[config.mk]
export PLATFORM = sky130hd
export DESIGN_NAME = flash_port_arbiter
export DESIGN_NICKNAME = d
export VERILOG_FILES = /design/src/rtl/flash_port_arbiter.sv
export SDC_FILE = /design/constraint.sdc
export NUM_CORES = 1
export LEC_CHECK = 0
export ABC_AREA = 1
export BUFFER_PORTS_ARGS = -buffer_cell sky130_fd_sc_hd__buf_2
export CAP_MARGIN = 20
export CORE_MARGIN = 5
export CORE_UTILIZATION = 48
export CTS_BUF_LIST = sky130_fd_sc_hd__clkbuf_4 sky130_fd_sc_hd__clkbuf_8
export CTS_CLUSTER_DIAMETER = 60
export CTS_CLUSTER_SIZE = 14
export DETAILED_ROUTE_END_ITERATION = 8
export HOLD_SLACK_MARGIN = 0.08
export PLACE_DENSITY = 0.79
export REMOVE_ABC_BUFFERS = 1
export SLEW_MARGIN = 15
export SYNTH_ARGS = -nofsm -noshare
export SYNTH_HDL_FRONTEND = slang
export SYNTH_SLANG_ARGS = --single-unit
[constraint.sdc]
create_clock -name clk_i -period 1.65 [get_ports clk_i]
set_input_delay 0.0825 -clock clk_i [delete_from_list [all_inputs] [get_ports clk_i]]
set_output_delay 0.0825 -clock clk_i [all_outputs]
set_load 0.005 [all_outputs]
[src/rtl/flash_port_arbiter.sv]
// Two-port round-robin arbiter/sequencer in front of spimemio (read port + cfgreg write path).
// Optional hang watchdog enabled by defining FLASH_ARB_TIMEOUT_EN.
module flash_port_arbiter #(
    parameter int unsigned TIMEOUT = 255
) (
    input  logic        clk_i,
    input  logic        rstn_i,
    input  logic        m0_valid_i,
    input  logic [23:0] m0_addr_i,
    output logic        m0_ready_o,
    output logic [31:0] m0_rdata_o,
    input  logic        m1_valid_i,
    input  logic [23:0] m1_addr_i,
    input  logic [3:0]  m1_cfg_we_i,
    input  logic [31:0] m1_wdata_i,
    output logic        m1_ready_o,
    output logic [31:0] m1_rdata_o,
    output logic        mem_valid_o,
    output logic [23:0] mem_addr_o,
    input  logic        mem_ready_i,
    input  logic [31:0] mem_rdata_i,
    output logic [3:0]  mem_cfgreg_we_o,
    output logic [31:0] mem_cfgreg_di_o,
    output logic        err_o
);

    typedef enum logic [1:0] {
        IDLE = 2'd0,
        READ = 2'd1,
        CFG  = 2'd2,
        RESP = 2'd3
    } state_t;

    state_t state;
    logic   last_grant;
    logic   gnt;
    logic   pick1_c;

`ifdef FLASH_ARB_TIMEOUT_EN
    localparam int unsigned CNT_W = 8;
    localparam logic [CNT_W-1:0] CNT_LAST = CNT_W'(TIMEOUT - 1);
    logic [CNT_W-1:0] wd_cnt;
`else
    logic unused_timeout;
    assign unused_timeout = ^32'(TIMEOUT);
    assign err_o = 1'b0;
`endif

    // Port 1 wins if it is the only requester or if port 0 was served last.
    always_comb begin
        pick1_c = 1'b0;
        if (m0_valid_i && m1_valid_i) begin
            pick1_c = ~last_grant;
        end else begin
            pick1_c = m1_valid_i;
        end
    end

    always_ff @(posedge clk_i) begin
        if (!rstn_i) begin
            state           <= IDLE;
            last_grant      <= 1'b1;
            gnt             <= 1'b0;
            m0_ready_o      <= 1'b0;
            m0_rdata_o      <= 32'h0;
            m1_ready_o      <= 1'b0;
            m1_rdata_o      <= 32'h0;
            mem_valid_o     <= 1'b0;
            mem_addr_o      <= 24'h0;
            mem_cfgreg_we_o <= 4'h0;
            mem_cfgreg_di_o <= 32'h0;
`ifdef FLASH_ARB_TIMEOUT_EN
            wd_cnt          <= '0;
            err_o           <= 1'b0;
`endif
        end else begin
            case (state)
                IDLE: begin
                    if (m0_valid_i || m1_valid_i) begin
                        gnt        <= pick1_c;
                        last_grant <= pick1_c;
                        if (pick1_c && (m1_cfg_we_i != 4'h0)) begin
                            state           <= CFG;
                            mem_cfgreg_we_o <= m1_cfg_we_i;
                            mem_cfgreg_di_o <= m1_wdata_i;
                        end else begin
                            state       <= READ;
                            mem_valid_o <= 1'b1;
                            mem_addr_o  <= pick1_c ? m1_addr_i : m0_addr_i;
`ifdef FLASH_ARB_TIMEOUT_EN
                            wd_cnt      <= '0;
`endif
                        end
                    end
                end
                READ: begin
                    // A ready arriving on the limit cycle still completes normally.
                    if (mem_ready_i) begin
                        mem_valid_o <= 1'b0;
                        state       <= RESP;
                        if (gnt) begin
                            m1_ready_o <= 1'b1;
                            m1_rdata_o <= mem_rdata_i;
                        end else begin
                            m0_ready_o <= 1'b1;
                            m0_rdata_o <= mem_rdata_i;
                        end
                    end
`ifdef FLASH_ARB_TIMEOUT_EN
                    else if (wd_cnt == CNT_LAST) begin
                        mem_valid_o <= 1'b0;
                        err_o       <= 1'b1;
                        state       <= RESP;
                        if (gnt) begin
                            m1_ready_o <= 1'b1;
                            m1_rdata_o <= 32'hFFFF_FFFF;
                        end else begin
                            m0_ready_o <= 1'b1;
                            m0_rdata_o <= 32'hFFFF_FFFF;
                        end
                    end else begin
                        wd_cnt <= wd_cnt + CNT_W'(1);
                    end
`endif
                end
                CFG: begin
                    mem_cfgreg_we_o <= 4'h0;
                    m1_ready_o      <= 1'b1;
                    m1_rdata_o      <= 32'h0;
                    state           <= RESP;
                end
                RESP: begin
                    m0_ready_o <= 1'b0;
                    m1_ready_o <= 1'b0;
                    state      <= IDLE;
                end
                default: begin
                    state <= IDLE;
                end
            endcase
        end
    end

endmodule

Word level (Yosys, flattened, before mapping)
Index checks and enable logic that the tools add are counted.
{ "totals": {"regBits": 131, "out_inout_bits": 128, "input_bits": 121} }
{ "op_classes": {"n_mux": 22, "eq_ne": 9, "reduce_logical": 20, "bitwise_logic": 3} }
{ "op_table": {"columns": ["op", "count"], "rows": [
  ["32-bit 2-to-1 mux", 2],
  ["32-bit case mux with 2 select lines", 1],
  ["24-bit 2-to-1 mux", 1],
  ["3-bit AND reduction", 7],
  ["2-bit != test (second input constant)", 6],
  ["1-bit 2-to-1 mux", 8],
  ["4-bit 2-to-1 mux", 2],
  ["2-bit case mux with 4 select lines", 1],
  ["4-bit case mux with 2 select lines", 1],
  ["2-bit nonzero test", 4],
  ["2-bit 2-to-1 mux", 3],
  ["2-bit == test (second input constant)", 2],
  ["1-bit case mux with 2 select lines", 2],
  ["2-bit AND reduction", 2],
  ["4-bit AND reduction", 1],
  ["4-bit nonzero test", 1],
  ["1-bit NOT", 3],
  ["1-bit case mux with 3 select lines", 1],
  ["3-bit nonzero test", 1],
  ["2-bit by 1-bit == test with 1-bit output (second input constant)", 1],
  ["1-bit logical AND", 2],
  ["2-bit logical NOT", 1],
  ["1-bit logical OR", 1]
]} }

Longest topological paths before layout
{ "logic_depth": {"word_depth": 6, "mapped_depth": 9, "ltp_nobuf": 8} }

Least setup slack after synthesis
No wires, ideal clock.
{ "synth_path": {"path_type": "flip-flop to flip-flop", "start": "reg state[0]", "end": "reg mem_addr_o[10]", "slack_ns": 0.209, "required_time_ns": 1.534, "path_buffers": 2, "setup_time_ns": 0.116, "synth_period_minus_slack_ns": 1.441, "stages_incl_launch_ff": 10, "t_arrival_ns": 1.325, "cell_sequence": "dfxtp_1 -> inv_1 -> ha_1 -> buf_4 -> inv_2 -> nor2_4 -> nand2_2 -> buf_4 -> o21ai_0 -> nor2_1"} }
{ "synth_via": {"elab_chain_cells": 2} }
{ "synth_rtl": {"columns": ["element", "line_no", "source"], "rows": [
  ["start: declaration", "34", "state_t state;"],
  ["start signal: assignment", "61", "state <= IDLE;"],
  ["start signal: assignment", "83", "state <= CFG;"],
  ["start signal: assignment", "87", "state <= READ;"],
  ["2-bit logical NOT", "77", "case (state)"],
  ["3-bit AND reduction (no line)", null, null],
  ["end signal: assignment", "89", "mem_addr_o <= pick1_c ? m1_addr_i : m0_addr_i;"],
  ["end: declaration", "19", "output logic [23:0] mem_addr_o,"]
]} }
Every way passes these cells.
A chain may end at the register's enable or synchronous reset.

Worst setup path after layout
{ "layout_path": {"start": "reg state[1]", "end": "reg m1_rdata_o[19]"} }
{ "layout_via": {"elab_chain_cells": 3, "elab_cells_between_ends": 7} }
{ "layout_rtl": {"columns": ["element", "line_no", "source"], "rows": [
  ["2-bit by 1-bit == test with 1-bit output or 2-bit == test (tied branches)", "77", null],
  ["2-bit != test (no line) or 2-bit nonzero test (tied branches)", null, null],
  ["3-bit AND reduction (no line)", null, null],
  ["end signal: assignment", "103", "m1_rdata_o <= mem_rdata_i;"],
  ["end: declaration", "17", "output logic [31:0] m1_rdata_o,"]
]} }
Several ways; a longest one is shown, not always the timed one.

==> results.py <==
metrics = {
    "run_status": {
        "outcome": "finished clean",
    },
    "power": {
        "leakagePower_nw": 3.92,
        "max-vdd-ir-drop_v": 0.000979,
        "post-layout-total-power_mw": 11.6,
        "power.density_mw_per_mm2": 1390,
    },
    "timing": {
        "clock.fmax_mhz": 647,
        "grt_setup_unrepaired": "no",
        "setup_violations": 0,
        "maxSlewViolCount": 0,
        "fin_crit_sh": 0.937,
        "crit_path_setup_slack_layout_ns": 0.104,
        "fin_crit_ns": 1.55,
        "clock-skew-final_ns": 0.0127,
        "finalHoldViolations": 0,
    },
    "global_route": {
        "globalRoute.totalOverflow": 0,
        "grt_util_all_layers": 0.306,
        "grt_start_max_net_pins": 73,
        "number_of_antenna_violations_at_the_first_check_in_global_routing": 1,
        "first_global_vias": 6686,
        "grt_first_pass_wirelength_um": 32500,
    },
    "placement": {
        "hpwl_um": 11200,
        "globalplace.congestion": 0.826,
        "pre_cts_ws_ns": 0.0962,
        "placement.io_buffers": 247,
    },
    "critical_path": {
        "regToRegEndpoint": "m1_rdata_o[19]",
        "worst-setup-path-type": "reg -> reg",
        "timing.critical_path.from_type": "flop",
        "critPathMaxFanout": 16,
        "kind_of_capture_point_of_the_worst_setup_path": "flop",
        "timing.critical_path.required_ns": 2.00,
        "r2r_slack_ns": 0.10,
        "critPathArrivalTime_ns": 1.90,
        "crit-reg2reg-launch": "state[1]",
        "ff2ff_path_depth": 7,
    },
    "hold_path": {
        "hold_path_class": "in -> reg",
        "hold-path-cell-count": 6,
        "holdCritStartpoint": "m0_valid_i",
        "min_to": "gnt",
    },
    "layout": {
        "drive_above_1_share": 0.297,
        "final.fill_count": 746,
        "finalNetCount": 1183,
        "areaGrowthSynthToFinish_pct": 56.0,
    },
    "route": {
        "drc_errors": 0,
        "vias_per_cell": 5.45,
        "finalWirelength_um": 20500,
        "antenna_left": 0,
        "routed-wl-met3_um": 2000,
        "routed.top_layer": "met4",
        "routed_length_on_met2_um": 9870,
        "wl_per_cell_um": 16.9,
        "drc_violation_total_after_the_first_tritonroute_iteration": 645,
        "detail_route.wirelength.met1_um": 7460,
        "detailroute.via_count": 6605,
        "detailed_routing_iterations_pass_1": 5,
    },
    "synth": {
        "synth_top_cells_by_area": "dfxtp_1, a21oi_1, nand2_1",
        "synth_area_per_cell_um2": 7.55,
        "yosysTopAreaCell": "dfxtp_1",
        "synthesis.yosys.warnings": 0,
        "synthDominantCellAreaShare": 0.490,
        "postSynthRegisterBits": 131,
        "synthesized_instance_count": 708,
        "netlist_area_mm2": 0.00535,
        "synth_seq_area_share": 0.490,
        "ys_types": 23,
    },
    "clock_tree": {
        "clock-root-buffer": "clkbuf_8",
        "clock_tree_from_tritoncts": "built",
        "clock_insertion_delay_worst_skew_ns": 0.43,
        "numClockSinks": 131,
        "tritoncts.num_buffers": 17,
        "ctsHtreeMaxLevel": 4,
        "worst_setup_hold_path_clk_slew_ns": 0.08,
        "clockBufferDepth": 2,
    },
    "job": {
        "cap_viol_max_count": 0,
    },
    "floorplan": {
        "fp.dieArea_mm2": 0.0134,
        "die_width_um": 116,
        "std_cell_rows": 38,
        "num_io_pins": 249,
        "start_util": 0.491,
        "die_height_um": 116,
        "core_mm2": 0.0109,
    },
}
cell usage after synthesis, drive strengths merged:
library cell  instances
a211oi                1
nand4                64
a21oi               130
nor2                 35
conb                  1
buf                  35
dfxtp               131
nand3                 9
ha                    5
inv                  53
clkbuf               23
nand3b                1
nand2               161
o21a                  1
o21ai                58
timing repair:
action                                 in CTS  in global routing
gates resized for setup                     0                  8
endpoints found under the hold margin     125                  0
hold buffers                              118                  0
setup endpoints to repair                   0                 48
setup buffers                               0                  0
state kept, by name (all words and copies together) (netlist names):
signal and count:
m0_rdata_o 32, m1_rdata_o 32, mem_cfgreg_di_o 32, mem_addr_o 24
mem_cfgreg_we_o 4, state 2, gnt 1, last_grant 1
m0_ready_o 1, m1_ready_o 1, mem_valid_o 1
placed cells by master, fill, tap and decap left out, drive strengths merged, types with 19 or more instances in the layout:
cell / netlist / final
a21oi: 130 / 130
buf: 35 / 270
clkbuf: 23 / 19
dfxtp: 131 / 131
dlygate4sd3: 0 / 118
inv: 53 / 53
nand2: 161 / 161
nand4: 64 / 64
nor2: 35 / 35
o21ai: 58 / 58
through the flow:
stage / std cells / hold WS [ns] / TNS [ns] / instance area (µm²) / utilization
after floorplan: 650 / 0.167 / -62.39 / 5060 / -
after global placement: 1060 / 0.369 / 0 / 6750 / 0.620
after detailed placement: 1060 / 0.371 / 0 / 6750 / 0.620
after CTS: 1210 / 0.113 / 0 / 8320 / 0.764
after global routing: 1211 / 0.151 / 0 / 8340 / 0.766
final: 1212 / 0.145 / 0 / 8340 / 0.766
report_power, final:
group | internal (mW) | switching [mW] | total [mW]
Sequential | 3.95 | 0.419 | 4.37
Combinational | 1.93 | 2.64 | 4.58
Clock | 1.39 | 1.28 | 2.68
worst max path at each step:
| stage | startpoint | end | slack, ns | cells after the start |
|---|---|---|---|---|
| after detailed placement | state[0] | mem_addr_o[8] | 0.1 | 7 |
| after global placement | state[1] | m1_rdata_o[21] | 0.16 | 7 |
| final | state[1] | m1_rdata_o[19] | 0.10 | 7 |
| after global routing | state[1] | m1_rdata_o[18] | 0.0003 | 8 |
| after CTS | state[1] | m1_rdata_o[19] | 0.06 | 7 |
| after floorplan | state[1] | m0_rdata_o[0] | -0.66 | 5 |
cells by family after synthesis:
logic type,count (synthesis),synth area share
AO/OA/AOI/OAI,190,0.179
adder cells (fa/ha/maj),5,0.0117
buffers and inverters,111,0.0910
flip-flops,131,0.490
other,1,0.000701
AND/OR/NAND/NOR,270,0.227
layer usage:
layer / global-route usage / up-vias
li1: - / 3069
met1: 0.344 / 2964
met2: 0.503 / 461
met3: 0.0883 / 111
met4: 0.206 / 0
met5: 0 / -
final cells by class:
type | count | area [µm²] | area share
inverters | 53 | 199 | 0.0238
well taps | 140 | 175 | 0.0210
flip-flops and latches | 131 | 2620 | 0.314
clock buffers | 19 | 255 | 0.0306
multi-input cells | 466 | 2250 | 0.270
diodes | 2 | 5.00 | 0.000600
repair buffers | 388 | 2700 | 0.323
clock inverters | 13 | 136 | 0.0163
worst max-delay path: stages (launching register included):
cell and delay (ns):
dfxtp_1 0.38, inv_1 0.10, ha_2 0.22, nand2_1 0.10, o21a_2 0.17, buf_4 0.22
nand4_1 0.12, a21oi_1 0.16
Note: power is estimated with default switching activity, not from simulation.
